**src/rtl/rp_acq_pkg.sv**
```systemverilog
// -----------------------------------------------------------------------------
// rp_acq_pkg
// Shared constants for the acquisition sequencer.
//  - FSM state codes (legacy 3-bit encoding, also exported on state_o)
//  - trigger source code meaning "no source"
// -----------------------------------------------------------------------------
package rp_acq_pkg;

   localparam logic [2:0] ST_IDLE  = 3'd0;
   localparam logic [2:0] ST_PRE   = 3'd1;
   localparam logic [2:0] ST_ARMED = 3'd2;
   localparam logic [2:0] ST_POST  = 3'd3;
   localparam logic [2:0] ST_DONE  = 3'd4;

   localparam logic [3:0] TRG_NONE = 4'd0;

endpackage : rp_acq_pkg

```
**src/rtl/rp_acq_cnt.sv**
```systemverilog
// -----------------------------------------------------------------------------
// rp_acq_cnt
// Loadable down-counter with zero flag; holds at zero instead of wrapping.
// Ports:
//  adc_clk_i   in   1   clock
//  adc_rstn_i  in   1   asynchronous active-low reset
//  clr_i       in   1   synchronous clear (highest priority)
//  load_i      in   1   load load_val_i
//  load_val_i  in   CW  value to load
//  en_i        in   1   decrement enable (valid sample)
//  cnt_o       out  CW  current count
//  zero_o      out  1   cnt_o == 0
// -----------------------------------------------------------------------------
module rp_acq_cnt
   import rp_acq_pkg::*;
#(
   parameter int CW = 32
) (
   input  logic          adc_clk_i,
   input  logic          adc_rstn_i,
   input  logic          clr_i,
   input  logic          load_i,
   input  logic [CW-1:0] load_val_i,
   input  logic          en_i,
   output logic [CW-1:0] cnt_o,
   output logic          zero_o
);

   assign zero_o = (cnt_o == '0);

   always_ff @(posedge adc_clk_i or negedge adc_rstn_i) begin
      if (!adc_rstn_i) begin
         cnt_o <= '0;
      end else if (clr_i) begin
         cnt_o <= '0;
      end else if (load_i) begin
         cnt_o <= load_val_i;
      end else if (en_i && !zero_o) begin
         cnt_o <= cnt_o - CW'(1);
      end
   end

endmodule : rp_acq_cnt

```
**src/rtl/rp_acq_ctrl.sv**
```systemverilog
// -----------------------------------------------------------------------------
// rp_acq_ctrl
// Per-channel acquisition sequencer around the trigger selector (rp_trig_src).
// Fills the pre-trigger window, hands the pending trigger source to the
// selector once armed, captures the write pointer at trigger and counts the
// post-trigger samples before stopping the buffer writes.
// Ports:
//  adc_clk_i / adc_rstn_i    clock, asynchronous active-low reset
//  arm_i, rst_i              software start / abort pulses
//  set_pre_i, set_dly_i      pre-trigger and post-trigger sample counts
//  set_trg_src_i/_wr_i       requested trigger source and its write strobe
//  dly_valp_i                valid-sample pulse from decimator
//  adc_trig_i                selected trigger from rp_trig_src
//  trg_src_o, trg_new_o      source code and load strobe to the selector
//  trig_dis_clr_o            clear selector trigger-disable (on arm)
//  adc_rst_do_o              acquisition reset pulse
//  adc_dly_do_o              post-trigger delay reached pulse
//  adc_we_o, adc_wp_o        buffer write enable and next write address
//  adc_wp_trig_o             write pointer captured at trigger
//  state_o                   FSM state for the status register
// -----------------------------------------------------------------------------
module rp_acq_ctrl
   import rp_acq_pkg::*;
#(
   parameter int AW = 14,
   parameter int CW = 32
) (
   input  logic          adc_clk_i,
   input  logic          adc_rstn_i,
   input  logic          arm_i,
   input  logic          rst_i,
   input  logic [CW-1:0] set_pre_i,
   input  logic [CW-1:0] set_dly_i,
   input  logic [3:0]    set_trg_src_i,
   input  logic          set_trg_wr_i,
   input  logic          dly_valp_i,
   input  logic          adc_trig_i,
   output logic [3:0]    trg_src_o,
   output logic          trg_new_o,
   output logic          trig_dis_clr_o,
   output logic          adc_rst_do_o,
   output logic          adc_dly_do_o,
   output logic          adc_we_o,
   output logic [AW-1:0] adc_wp_o,
   output logic [AW-1:0] adc_wp_trig_o,
   output logic [2:0]    state_o
);

   logic [CW-1:0] pre_cnt;
   logic [3:0]    pend_src;
   logic          pend_vld;
   logic [CW-1:0] dly_cnt;
   logic          dly_zero;

   logic          pre_done;
   logic          issue;
   logic          trig_hit;
   logic          wr_hit;

   assign pre_done = (state_o == ST_PRE) && (pre_cnt >= set_pre_i);
   // The pending source goes out while armed and also on the very update that
   // enters ARMED, so the selector is loaded before the first armed cycle.
   assign issue    = pend_vld && ((state_o == ST_ARMED) || pre_done);
   assign trig_hit = (state_o == ST_ARMED) && adc_trig_i && !rst_i;
   assign wr_hit   = adc_we_o && dly_valp_i;

   rp_acq_cnt #(.CW(CW)) u_dly_cnt (
      .adc_clk_i  (adc_clk_i),
      .adc_rstn_i (adc_rstn_i),
      .clr_i      (rst_i),
      .load_i     (trig_hit),
      .load_val_i (set_dly_i),
      .en_i       (dly_valp_i && (state_o == ST_POST)),
      .cnt_o      (dly_cnt),
      .zero_o     (dly_zero)
   );

   // NOTE: all state below uses non-blocking assignments so every register
   // samples the pre-edge values; pulses are defaulted low each cycle first.
   always_ff @(posedge adc_clk_i or negedge adc_rstn_i) begin
      if (!adc_rstn_i) begin
         state_o        <= ST_IDLE;
         pre_cnt        <= '0;
         pend_src       <= TRG_NONE;
         pend_vld       <= 1'b0;
         trg_src_o      <= TRG_NONE;
         trg_new_o      <= 1'b0;
         trig_dis_clr_o <= 1'b0;
         adc_rst_do_o   <= 1'b0;
         adc_dly_do_o   <= 1'b0;
         adc_we_o       <= 1'b0;
         adc_wp_o       <= '0;
         adc_wp_trig_o  <= '0;
      end else begin
         trg_new_o      <= 1'b0;
         trig_dis_clr_o <= 1'b0;
         adc_rst_do_o   <= 1'b0;
         adc_dly_do_o   <= 1'b0;

         if (rst_i) begin
            // Abort wins over everything, including arm, trigger and writes.
            state_o       <= ST_IDLE;
            adc_rst_do_o  <= 1'b1;
            adc_we_o      <= 1'b0;
            adc_wp_o      <= '0;
            adc_wp_trig_o <= '0;
            pre_cnt       <= '0;
            pend_vld      <= 1'b0;
            pend_src      <= TRG_NONE;
         end else begin
            if (wr_hit)
               adc_wp_o <= adc_wp_o + AW'(1);

            if (issue) begin
               trg_src_o <= pend_src;
               trg_new_o <= 1'b1;
               pend_vld  <= 1'b0;
            end
            // Placed after the issue so a write in the issue cycle stays pending.
            if (set_trg_wr_i) begin
               pend_src <= set_trg_src_i;
               pend_vld <= 1'b1;
            end

            case (state_o)
               ST_IDLE, ST_DONE: begin
                  if (arm_i) begin
                     state_o        <= ST_PRE;
                     adc_we_o       <= 1'b1;
                     trig_dis_clr_o <= 1'b1;
                     pre_cnt        <= '0;
                  end
               end
               ST_PRE: begin
                  if (dly_valp_i && (pre_cnt != '1))
                     pre_cnt <= pre_cnt + CW'(1);
                  if (pre_done)
                     state_o <= ST_ARMED;
               end
               ST_ARMED: begin
                  if (adc_trig_i) begin
                     state_o       <= ST_POST;
                     adc_wp_trig_o <= adc_wp_o;
                  end
               end
               ST_POST: begin
                  if (dly_zero) begin
                     state_o      <= ST_DONE;
                     adc_we_o     <= 1'b0;
                     adc_dly_do_o <= 1'b1;
                  end
               end
               default: state_o <= ST_IDLE;
            endcase
         end
      end
   end

endmodule : rp_acq_ctrl

```
**config.mk**
```make
export PLATFORM = sky130hd
export DESIGN_NAME = rp_acq_ctrl
export DESIGN_NICKNAME = d
export VERILOG_FILES = /design/src/rtl/rp_acq_pkg.sv /design/src/rtl/rp_acq_cnt.sv /design/src/rtl/rp_acq_ctrl.sv
export SDC_FILE = /design/constraint.sdc
export NUM_CORES = 1
export LEC_CHECK = 0
export ABC_AREA = 1
export BUFFER_PORTS_ARGS = -buffer_cell sky130_fd_sc_hd__clkbuf_2
export CORE_MARGIN = 1.5
export CORE_UTILIZATION = 47
export DETAILED_ROUTE_END_ITERATION = 8
export PLACE_DENSITY = 0.81
export SYNTH_ARGS = -nofsm -noshare
export SYNTH_HDL_FRONTEND = slang
export SYNTH_SLANG_ARGS = --single-unit
```
**constraint.sdc**
```tcl
create_clock -name adc_clk_i -period 2 [get_ports adc_clk_i]
set_clock_uncertainty 0.1 [all_clocks]
set_input_delay 0.5 -clock adc_clk_i [delete_from_list [all_inputs] [get_ports adc_clk_i]]
set_output_delay 0.5 -clock adc_clk_i [all_outputs]
set_load 0.05 [all_outputs]
```
Word level (Yosys, flattened, before mapping):

Cells that the tools add are included.

* flip-flop bits (word level): 109
* bits in latches: 0
* RAM bits: 0
* bits in read-only memories: 0
* input port bits: 75
* output and inout port bits: 40
* logic and storage cells: 91
* memories: 0

* $add $sub $neg: 3
* multipliers: 0
* div/mod/pow operators: 0
* order comparisons: 1
* eq/ne operators: 10
* shift-type cells: 0
* muxes and demuxes: 36
* bitwise gates (word level): 1
* reductions and logical operators: 27

Operators by type and width (count)
* 32-bit two-way mux: 6
* 14-bit two-way mux: 5
* 32-bit one-hot mux with 2 select lines: 1
* 32-bit by 1-bit adder with 32-bit output (second input constant): 1
* 32-bit >= comparator: 1
* 32-bit zero test: 1
* 32-bit inequality test (second input constant): 1
* 32-bit by 1-bit subtractor with 32-bit output (second input constant): 1
* 1-bit two-way mux: 15
* 3-bit two-way mux: 5
* 14-bit by 1-bit adder with 14-bit output (second input constant): 1
* 3-bit one-hot mux with 4 select lines: 1
* 3-bit nonzero test: 4
* 3-bit inequality test (second input constant): 3
* 1-bit logical AND: 8
* 4-bit two-way mux: 2
* 2-bit nonzero test: 4
* 3-bit by 2-bit equality test with 1-bit output (second input constant): 2
* 3-bit by 2-bit inequality test with 1-bit output (second input constant): 2
* 3-bit AND reduction: 2
* 2-bit AND reduction: 2
* 4-bit AND reduction: 1
* 3-bit by 1-bit equality test with 1-bit output (second input constant): 1
* 3-bit equality test (second input constant): 1
* 6 further kinds: 7

Depth between registers and ports, before layout:

Gate-level depths: netlist of run 1.

* word-level depth: 7
* mapped depth: 17
* depth with buffers taken out: 17

Hierarchy:

From an unflattened synthesis of run 1, not the netlist that was laid out.

* cells, all modules: 1102
* area, all modules: 7497.2 µm²

By module, submodules not included
* rp_acq_ctrl: times used 1, cells an instance 677, area each 4974.8 µm²
* rp_acq_cnt: times used 1, cells an instance 425, area each 2522.4 µm²

Worst setup path after synthesis of run 1:

Ideal clock, no wire load.

* kind: register to register
* start: register adc_wp_o[1]
* end: register adc_wp_o[10]
* data arrival time: 1.930 ns
* data required time: 1.823 ns
* path slack: -0.107 ns
* stages on the path, launching flop included: 12
* path buffers: 0
* period minus slack after synthesis: 2.107 ns
* cells stage by stage: dfrtp_1 -> ha_1 -> inv_1 -> nor3_1 -> nand2_1 -> nor2_1 -> nand2_1 -> nor2_1 -> nand2_1 -> inv_1 -> nand2_1 -> a21oi_1

* longest elaborated chain between the ends: 3

RTL lines
* start, declared: line rp_acq_ctrl.sv:44 `output logic [AW-1:0] adc_wp_o,`
* start signal, assigned: line rp_acq_ctrl.sv:112 `adc_wp_o <= adc_wp_o + AW'(1);`
* 14-bit by 1-bit adder with 14-bit output: line rp_acq_ctrl.sv:112
* 14-bit two-way mux: line rp_acq_ctrl.sv:111 `if (wr_hit)`
* 14-bit two-way mux: line rp_acq_ctrl.sv:100 `if (rst_i) begin`

Every way passes these cells. The select of a mux whose other input is x is not followed.
A chain may end at the register's enable or synchronous reset.

Final worst setup path of run 1:

* start: register pre_cnt[3]
* end: register pre_cnt[2]

* longest elaborated chain between the ends: 4

RTL lines
* start, declared: line rp_acq_ctrl.sv:49 `logic [CW-1:0] pre_cnt;`
* start signal, assigned: line rp_acq_ctrl.sv:136 `pre_cnt <= pre_cnt + CW'(1);`
* 32-bit inequality test: line rp_acq_ctrl.sv:135 `if (dly_valp_i && (pre_cnt != '1))`
* 1-bit logical AND: line rp_acq_ctrl.sv:135
* 3-bit by 2-bit inequality test with 1-bit output (no line)
* 3-bit AND reduction (no line)

Every way passes these cells.

==> results of run 1 <==
## routing by layer
layer,global-route usage,up-vias,share of wire
met1,0.333,3500,0.44
met2,0.408,269,0.46
li1,-,3689,-
met3,0.0431,51,0.064
met5,0,-,0
met4,0.0715,0,0.028
## per-stage QoR
| stage | utilization | std cells | setup WS, ns | TNS [ns] |
|---|---|---|---|---|
| floorplan | - | 1010 | 0.0316 | 0 |
| global placement | 0.565 | 1358 | -0.263 | -2.33 |
| detailed placement | 0.565 | 1358 | -0.288 | -2.68 |
| CTS | 0.591 | 1379 | -0.0136 | -0.0136 |
| global route | 0.626 | 1391 | -0.164 | -4.73 |
| finish | 0.626 | 1391 | -0.0569 | -0.676 |
## placed cells by master, fill, tap and decap left out, types with 5 or more instances in the layout
cell type	netlist	layout
inv_2	5	7
xor2_1	20	19
buf_6	4	5
nand3_2	1	7
clkbuf_2	0	113
nor2_4	1	7
nand3_1	56	48
nor3_2	4	8
buf_4	2	75
clkbuf_16	0	11
ha_1	35	32
o21ai_2	16	26
buf_12	0	6
a31oi_1	14	14
o211ai_1	5	5
nor3_1	45	39
inv_1	143	140
nor2_1	111	86
nand2_2	2	19
dfrtp_1	109	103
a21oi_1	48	44
o21ai_0	74	57
o21ai_1	4	11
nand2_4	3	12
nand2_1	225	199
nor2_2	3	22
nand4_1	24	24
a22oi_1	9	8
dfrtp_2	0	6
## power by group through the flow
stage	clock, mW	combinational, mW	sequential, mW
2_1_floorplan	0	1.76	3.01
3_3_place_gp	0	2.77	2.84
4_1_cts	1.92	2.92	2.81
5_1_grt	2.01	3.80	2.89
6_report	1.91	3.46	2.85
3_5_place_dp	0	2.85	2.84
## how the worst min path moves through the flow
stage	start	cells past startpoint	slack, ns	endpoint
final	arm_i	3	0.27	trig_dis_clr_o$_DFF_PN0_
after global routing	set_dly_i[18]	3	0.29	u_dly_cnt.cnt_o[18]$_DFFE_PN0P_
after CTS	arm_i	3	0.27	trig_dis_clr_o$_DFF_PN0_
after detailed placement	adc_wp_trig_o[9]$_DFFE_PN0P_	2	0.36	adc_wp_trig_o[9]$_DFFE_PN0P_
after global placement	adc_wp_trig_o[9]$_DFFE_PN0P_	2	0.36	adc_wp_trig_o[9]$_DFFE_PN0P_
after floorplan	adc_rstn_i	0	0.10	adc_dly_do_o$_DFF_PN0_
## cell usage after synthesis, types with 3 or more instances
cell type | number | share of area
nor3_1 | 45 | 0.031
xor2_1 | 20 | 0.024
nor2_2 | 3 | 0.0026
buf_6 | 4 | 0.0062
nand2_1 | 225 | 0.12
nand3_1 | 56 | 0.039
o211ai_1 | 5 | 0.0052
a22oi_1 | 9 | 0.0093
nor2_1 | 111 | 0.057
clkbuf_1 | 12 | 0.0062
nor3_2 | 4 | 0.0055
o21ai_0 | 74 | 0.051
inv_1 | 143 | 0.074
ha_1 | 35 | 0.060
o21ai_1 | 4 | 0.0028
nor4_1 | 3 | 0.0026
a31oi_1 | 14 | 0.012
and3_1 | 3 | 0.0026
a21o_1 | 4 | 0.0041
nor3b_1 | 3 | 0.0031
a21oi_1 | 48 | 0.033
dfrtp_1 | 109 | 0.38
inv_2 | 5 | 0.0026
buf_2 | 8 | 0.0055
nand2_4 | 3 | 0.0046
o21ai_2 | 16 | 0.019
nand4_1 | 24 | 0.021
## logic make-up after synthesis
group / synth area share
AO/OA/AOI/OAI: 0.142
AND/OR/NAND/NOR: 0.299
flip-flops: 0.375
adder cells (fa/ha/maj): 0.0602
buffers and inverters: 0.0976
XOR/XNOR: 0.0265
## worst register-to-register path: stages, from the launching register on
cell and delay, ns:
dfrtp_1 0.38, buf_6 0.13, clkinvlp_4 0.13, nor3_4 0.24
nand2_2 0.10, nor3_4 0.18, nand2_1 0.10, nand3_2 0.10
nand2_4 0.07, nand2_8 0.15, inv_16 0.10, nand2_1 0.08
o21ai_1 0.07
## final cells by class
cell class	instances	share of cell area
clock buffer	9	0.0237
clock inverter	7	0.00963
inverter	149	0.0611
multi-input combinational	726	0.447
sequential	109	0.288
tap	188	0.0248
timing repair buffer	203	0.145
## what timing repair did
item	CTS	global route
gates resized for setup	13	123
hold buffers	1	0
setup buffers	4	9
gates cloned	0	3
endpoints found under the setup margin	18	71
pin swaps	7	29
endpoints found under the hold margin	13	0
## state kept, by name, summed over array words and instances, names as in the netlist, 3 cells and up
register	flops
trg_src_o	4
adc_wp_trig_o	14
adc_wp_o	14
pend_src	4
state_o	3
pre_cnt	32
u_dly_cnt.cnt_o	32
==> flow_metrics.py, run 1 <==
metrics = {
    "outcome": {
        "status": "complete, but fails checks",
        "violations": "setup timing",
    },
    "worst_setup_path": {
        "cp_slowest_cell": "dfrtp_1",
        "required_ns": 2.14,
        "cp_top_family": "simple AND/OR/NAND/NOR gates",
        "cp_cell_sequence": "buf_6 -> clkinvlp_4 -> nor3_4 -> nand2_2 -> nor3_4 -> nand2_1 -> nand3_2 -> nand2_4 -> nand2_8 -> inv_16 -> nand2_1 -> o21ai_1",
        "crit_path_end_kind": "register",
        "cp.arrival_ns": 2.19,
        "crit_path_max_fanout": 35,
        "crit_path_start_kind": "register",
        "cp_slowest_stage_delay_ns": 0.38,
        "crit_type": "reg2reg",
        "reg2reg_depth": 12,
        "crit_start": "pre_cnt[3]$_DFFE_PN0P_",
        "worst-path-stages": 12,
        "r2r-end": "pre_cnt[2]$_DFFE_PN0P_",
        "path_buf_inv": 3,
        "endpoint": "pre_cnt[2]$_DFFE_PN0P_",
        "r2r_slack_ns": -0.06,
        "reg2reg_from": "pre_cnt[3]$_DFFE_PN0P_",
    },
    "final_layout": {
        "multiInputGateArea_mm2": 0.00424,
        "fillers": 1317,
        "final_area_mm2": 0.00949,
        "drive_gt1_frac": 0.293,
        "area_growth_syn_to_layout_pct": 30.5,
        "diodes": 0,
        "nNetsFinal": 1308,
        "regArea_mm2": 0.00274,
    },
    "sta": {
        "rsz0062_at_grt": "true",
        "fin_ws_ns": -0.0569,
        "finalHoldViolations": 0,
        "fmax_mhz": 486,
        "report.final.slew_viol_count": 0,
        "whs_ns": 0.275,
        "relSlewSlack": 0.697,
        "period_minus_slack_ns": 2.06,
        "setup_viol": 29,
        "worstMarginPinSlew_ns": 0.454,
        "post-route-period-util": 1.03,
    },
    "drt": {
        "vias_per_cell": 5.40,
        "routed_wl_um": 20500,
        "wl_per_cell_um": 14.8,
        "dr.pass1.iters": 5,
        "vias": 7509,
        "detail_route.iter0.violations": 691,
        "ant_nets": 0,
        "drc_errors": 0,
    },
    "power": {
        "power.share.sequential": 0.346,
        "p_per_area_mw_per_mm2": 866,
        "p_total_mw": 8.22,
        "p_int_mw": 4.78,
        "clkPwrFrac": 0.232,
        "p_comb_frac": 0.422,
        "switching_share": 0.418,
        "p_switching_mw": 3.43,
        "leakage_nw": 4.68,
        "ir_drop_v": 0.000565,
    },
    "synthesis": {
        "synth_edf_count": 0,
        "yosysSeqAreaShare": 0.375,
        "ys.flop_type": "dfrtp_1",
        "yosysWarnings": 0,
        "syn_inst": 1010,
        "avgSynthCellArea_um2": 7.20,
        "synth-seq-cells": 109,
        "synth_cell_types": 40,
        "synth_nets": 1120,
        "async_flop_share": 1.00,
        "syn_area_mm2": 0.00727,
    },
    "clocking": {
        "clk_pin_slew_ns": 0.07,
        "cts_tree": "done",
        "cts_root_buf": "clkbuf_16",
        "h-tree-depth": 3,
        "cts_buffers": 9,
        "clk-insertion-delay-late_ns": 0.37,
        "clockBufferDepth": 2,
        "clock-sinks": 109,
    },
    "global_route": {
        "overflow": 0,
        "first_global_vias": 6846,
        "grt.total_usage": 0.247,
        "grt_first_pass_wirelength_um": 32100,
        "grt_max_degree": 37,
        "antenna_found_initial": 0,
    },
    "worst_hold_path": {
        "hold_class": "in2reg",
    },
    "placed_design": {
        "placed_area_mm2": 0.00856,
        "gp_congestion": 0.925,
        "port-buffer-count": 114,
        "hpwl_um": 14800,
    },
    "floorplanning": {
        "floorplan.io_pins": 115,
        "rows": 45,
        "initial_core_util": 0.480,
        "dieArea_mm2": 0.0162,
        "dieWidth_um": 127,
        "coreArea_mm2": 0.0151,
        "dieHeight_um": 127,
    },
    "job": {
        "drv_cap": 0,
    },
}
Note: power is estimated with default switching activity, not from simulation.
==> inputs of run 2 (changes only) <==
==> constraint.sdc (replaced) <==
create_clock -name adc_clk_i -period 2 [get_ports adc_clk_i]
set_clock_uncertainty 0.1 [all_clocks]
set_input_delay 0.1 -clock adc_clk_i [delete_from_list [all_inputs] [get_ports adc_clk_i]]
set_output_delay 0.1 -clock adc_clk_i [all_outputs]
set_load 0.05 [all_outputs]
==> run 2 against run 1 <==
The run still ends with setup timing left. Sequential power about the same. Largest power group unchanged. Clock power hardly changed. Global-route usage grew 0.83 points.
==> flow_metrics.py, run 2 (synthesis results as in run 1) <==
metrics = {
    "outcome": {
        "status": "complete, but fails checks",
        "violations": "setup timing",
    },
    "clocking": {
        "cts_root_buf": "clkbuf_16",
        "cts_tree": "done",
        "h-tree-depth": 3,
        "clk_pin_slew_ns": 0.08,
        "clk-insertion-delay-late_ns": 0.37,
        "clockBufferDepth": 2,
        "clock-sinks": 109,
        "cts_buffers": 9,
    },
    "global_route": {
        "grt_max_degree": 42,
        "antenna_found_initial": 1,
        "first_global_vias": 7274,
        "grt.total_usage": 0.255,
        "grt_first_pass_wirelength_um": 33200,
        "overflow": 0,
    },
    "drt": {
        "routed_wl_um": 22200,
        "detail_route.iter0.violations": 811,
        "vias": 7914,
        "vias_per_cell": 5.54,
        "drc_errors": 0,
        "dr.pass1.iters": 6,
        "wl_per_cell_um": 15.5,
        "ant_nets": 0,
    },
    "sta": {
        "rsz0062_at_grt": "true",
        "relSlewSlack": 0.605,
        "setup_viol": 36,
        "worstMarginPinSlew_ns": 0.593,
        "report.final.slew_viol_count": 0,
        "fin_ws_ns": -0.148,
        "finalHoldViolations": 0,
        "period_minus_slack_ns": 2.15,
        "post-route-period-util": 1.07,
        "whs_ns": 0.0213,
        "fmax_mhz": 465,
    },
    "worst_hold_path": {
        "hold_class": "in2reg",
    },
    "final_layout": {
        "final_common_cell": "nand2_1",
        "top_regs": "pre_cnt x32, u_dly_cnt.cnt_o x32",
        "drive_gt1_frac": 0.271,
        "final_core_util": 0.652,
        "nNetsFinal": 1344,
        "layout_common_cells": "204 x nand2_1, 140 x inv_1, 113 x clkbuf_2",
        "area_growth_syn_to_layout_pct": 35.9,
    },
    "worst_setup_path": {
        "crit_type": "reg2reg",
        "crit_path_start_kind": "register",
        "required_ns": 2.15,
        "crit_path_max_fanout": 6,
        "crit_path_end_kind": "register",
        "cp.arrival_ns": 2.30,
    },
    "power": {
        "p_switching_mw": 3.47,
        "switching_share": 0.416,
        "p_comb_frac": 0.433,
        "p_per_area_mw_per_mm2": 844,
        "clkPwrFrac": 0.228,
        "ir_drop_v": 0.000599,
        "leakage_nw": 4.74,
        "power.share.sequential": 0.339,
        "p_total_mw": 8.34,
        "p_int_mw": 4.87,
    },
    "floorplanning": {
        "dieHeight_um": 127,
        "initial_core_util": 0.480,
        "coreArea_mm2": 0.0151,
        "rows": 45,
        "dieWidth_um": 127,
        "floorplan.io_pins": 115,
        "dieArea_mm2": 0.0162,
    },
    "job": {
        "drv_cap": 0,
    },
    "placed_design": {
        "gp_congestion": 0.990,
        "hpwl_um": 14700,
        "port-buffer-count": 114,
    },
}
## run 2: cell count changes in the layout (fill, tap and decap cells not counted), moves of 4 or more
cell / delta
nand2_4: -4
o21ai_2: -6
nor2_2: -5
buf_4: -11
nor3_2: +7
dlygate4sd3_1: +41
nor2_1: +5
nor3_1: -6
nand2_1: +5
o21ai_0: +10
o21ai_1: -4
## run 2: final timing paths
kind | end | depth (start not counted) | start | slack, ns
worst max-delay path | pre_cnt[30]$_DFFE_PN0P_ | 11 | pre_cnt[19]$_DFFE_PN0P_ | -0.15
worst min-delay path | u_dly_cnt.cnt_o[8]$_DFFE_PN0P_ | 5 | set_dly_i[8] | 0.02
worst max register to register | pre_cnt[30]$_DFFE_PN0P_ | 11 | pre_cnt[19]$_DFFE_PN0P_ | -0.15
worst min register to register | adc_wp_trig_o[9]$_DFFE_PN0P_ | 2 | adc_wp_trig_o[9]$_DFFE_PN0P_ | 0.38
max in group asynchronous | u_dly_cnt.cnt_o[12]$_DFFE_PN0P_ | 3 | adc_rstn_i | 0.96
min in group asynchronous | pre_cnt[9]$_DFFE_PN0P_ | 2 | adc_rstn_i | 0.16
## run 2: metrics by stage
| step | worst slack [ns] | cells | TNS, ns | cell area, um2 |
|---|---|---|---|---|
| after floorplan | 0.0316 | 1010 | 0 | 7280 |
| after global placement | 0.000636 | 1347 | 0 | 8470 |
| after detailed placement | -0.0599 | 1347 | -0.214 | 8470 |
| after CTS | -0.00238 | 1405 | -0.00238 | 9220 |
| after global routing | -0.229 | 1427 | -5.47 | 9880 |
| final | -0.148 | 1428 | -2.34 | 9880 |
## run 2: critical path: stages (launching register included)
cell and delay [ns]:
dfrtp_1 0.43, inv_1 0.14, nor3_2 0.29, nand3_1 0.18, nor3_2 0.14, nand2_1 0.09, nand3_2 0.09, nand2_4 0.08
nand2_8 0.12, buf_12 0.15, buf_12 0.11, o21ai_0 0.10
## run 2: cell type report
type                    instances  area (um2)
fillers                      1194        5270
multi-input cells             726        4190
flip-flops and latches        109        2740
repair buffers                236        1780
inverters                     149         592
well taps                     188         235
clock buffers                   9         225
clock inverters                 7        80.1
repair inverters                3        38.8
diodes                          1        2.50
## run 2: repair_timing
item / in CTS / in global routing
pin swaps: 1 / 24
hold buffers: 42 / 0
gates resized for setup: 6 / 105
gates cloned: 0 / 7
hold endpoints to repair: 74 / 0
setup buffers: 0 / 15
setup endpoints to repair: 21 / 76
## run 2: routing by layer
metal  GRT usage  up-vias  wire, um
li1            -     3754         -
met2       0.427      414     10500
met4       0.103        0       818
met3      0.0394       80      1770
met5           0        -         0
met1       0.331     3666      9140
## run 2: power groups by stage
stage	combinational, mW	clock [mW]	sequential (mW)
floorplan	1.76	0	3.01
global placement	2.78	0	2.84
detailed placement	2.86	0	2.84
CTS	2.93	1.91	2.81
global route	3.91	2.00	2.87
finish	3.61	1.90	2.83
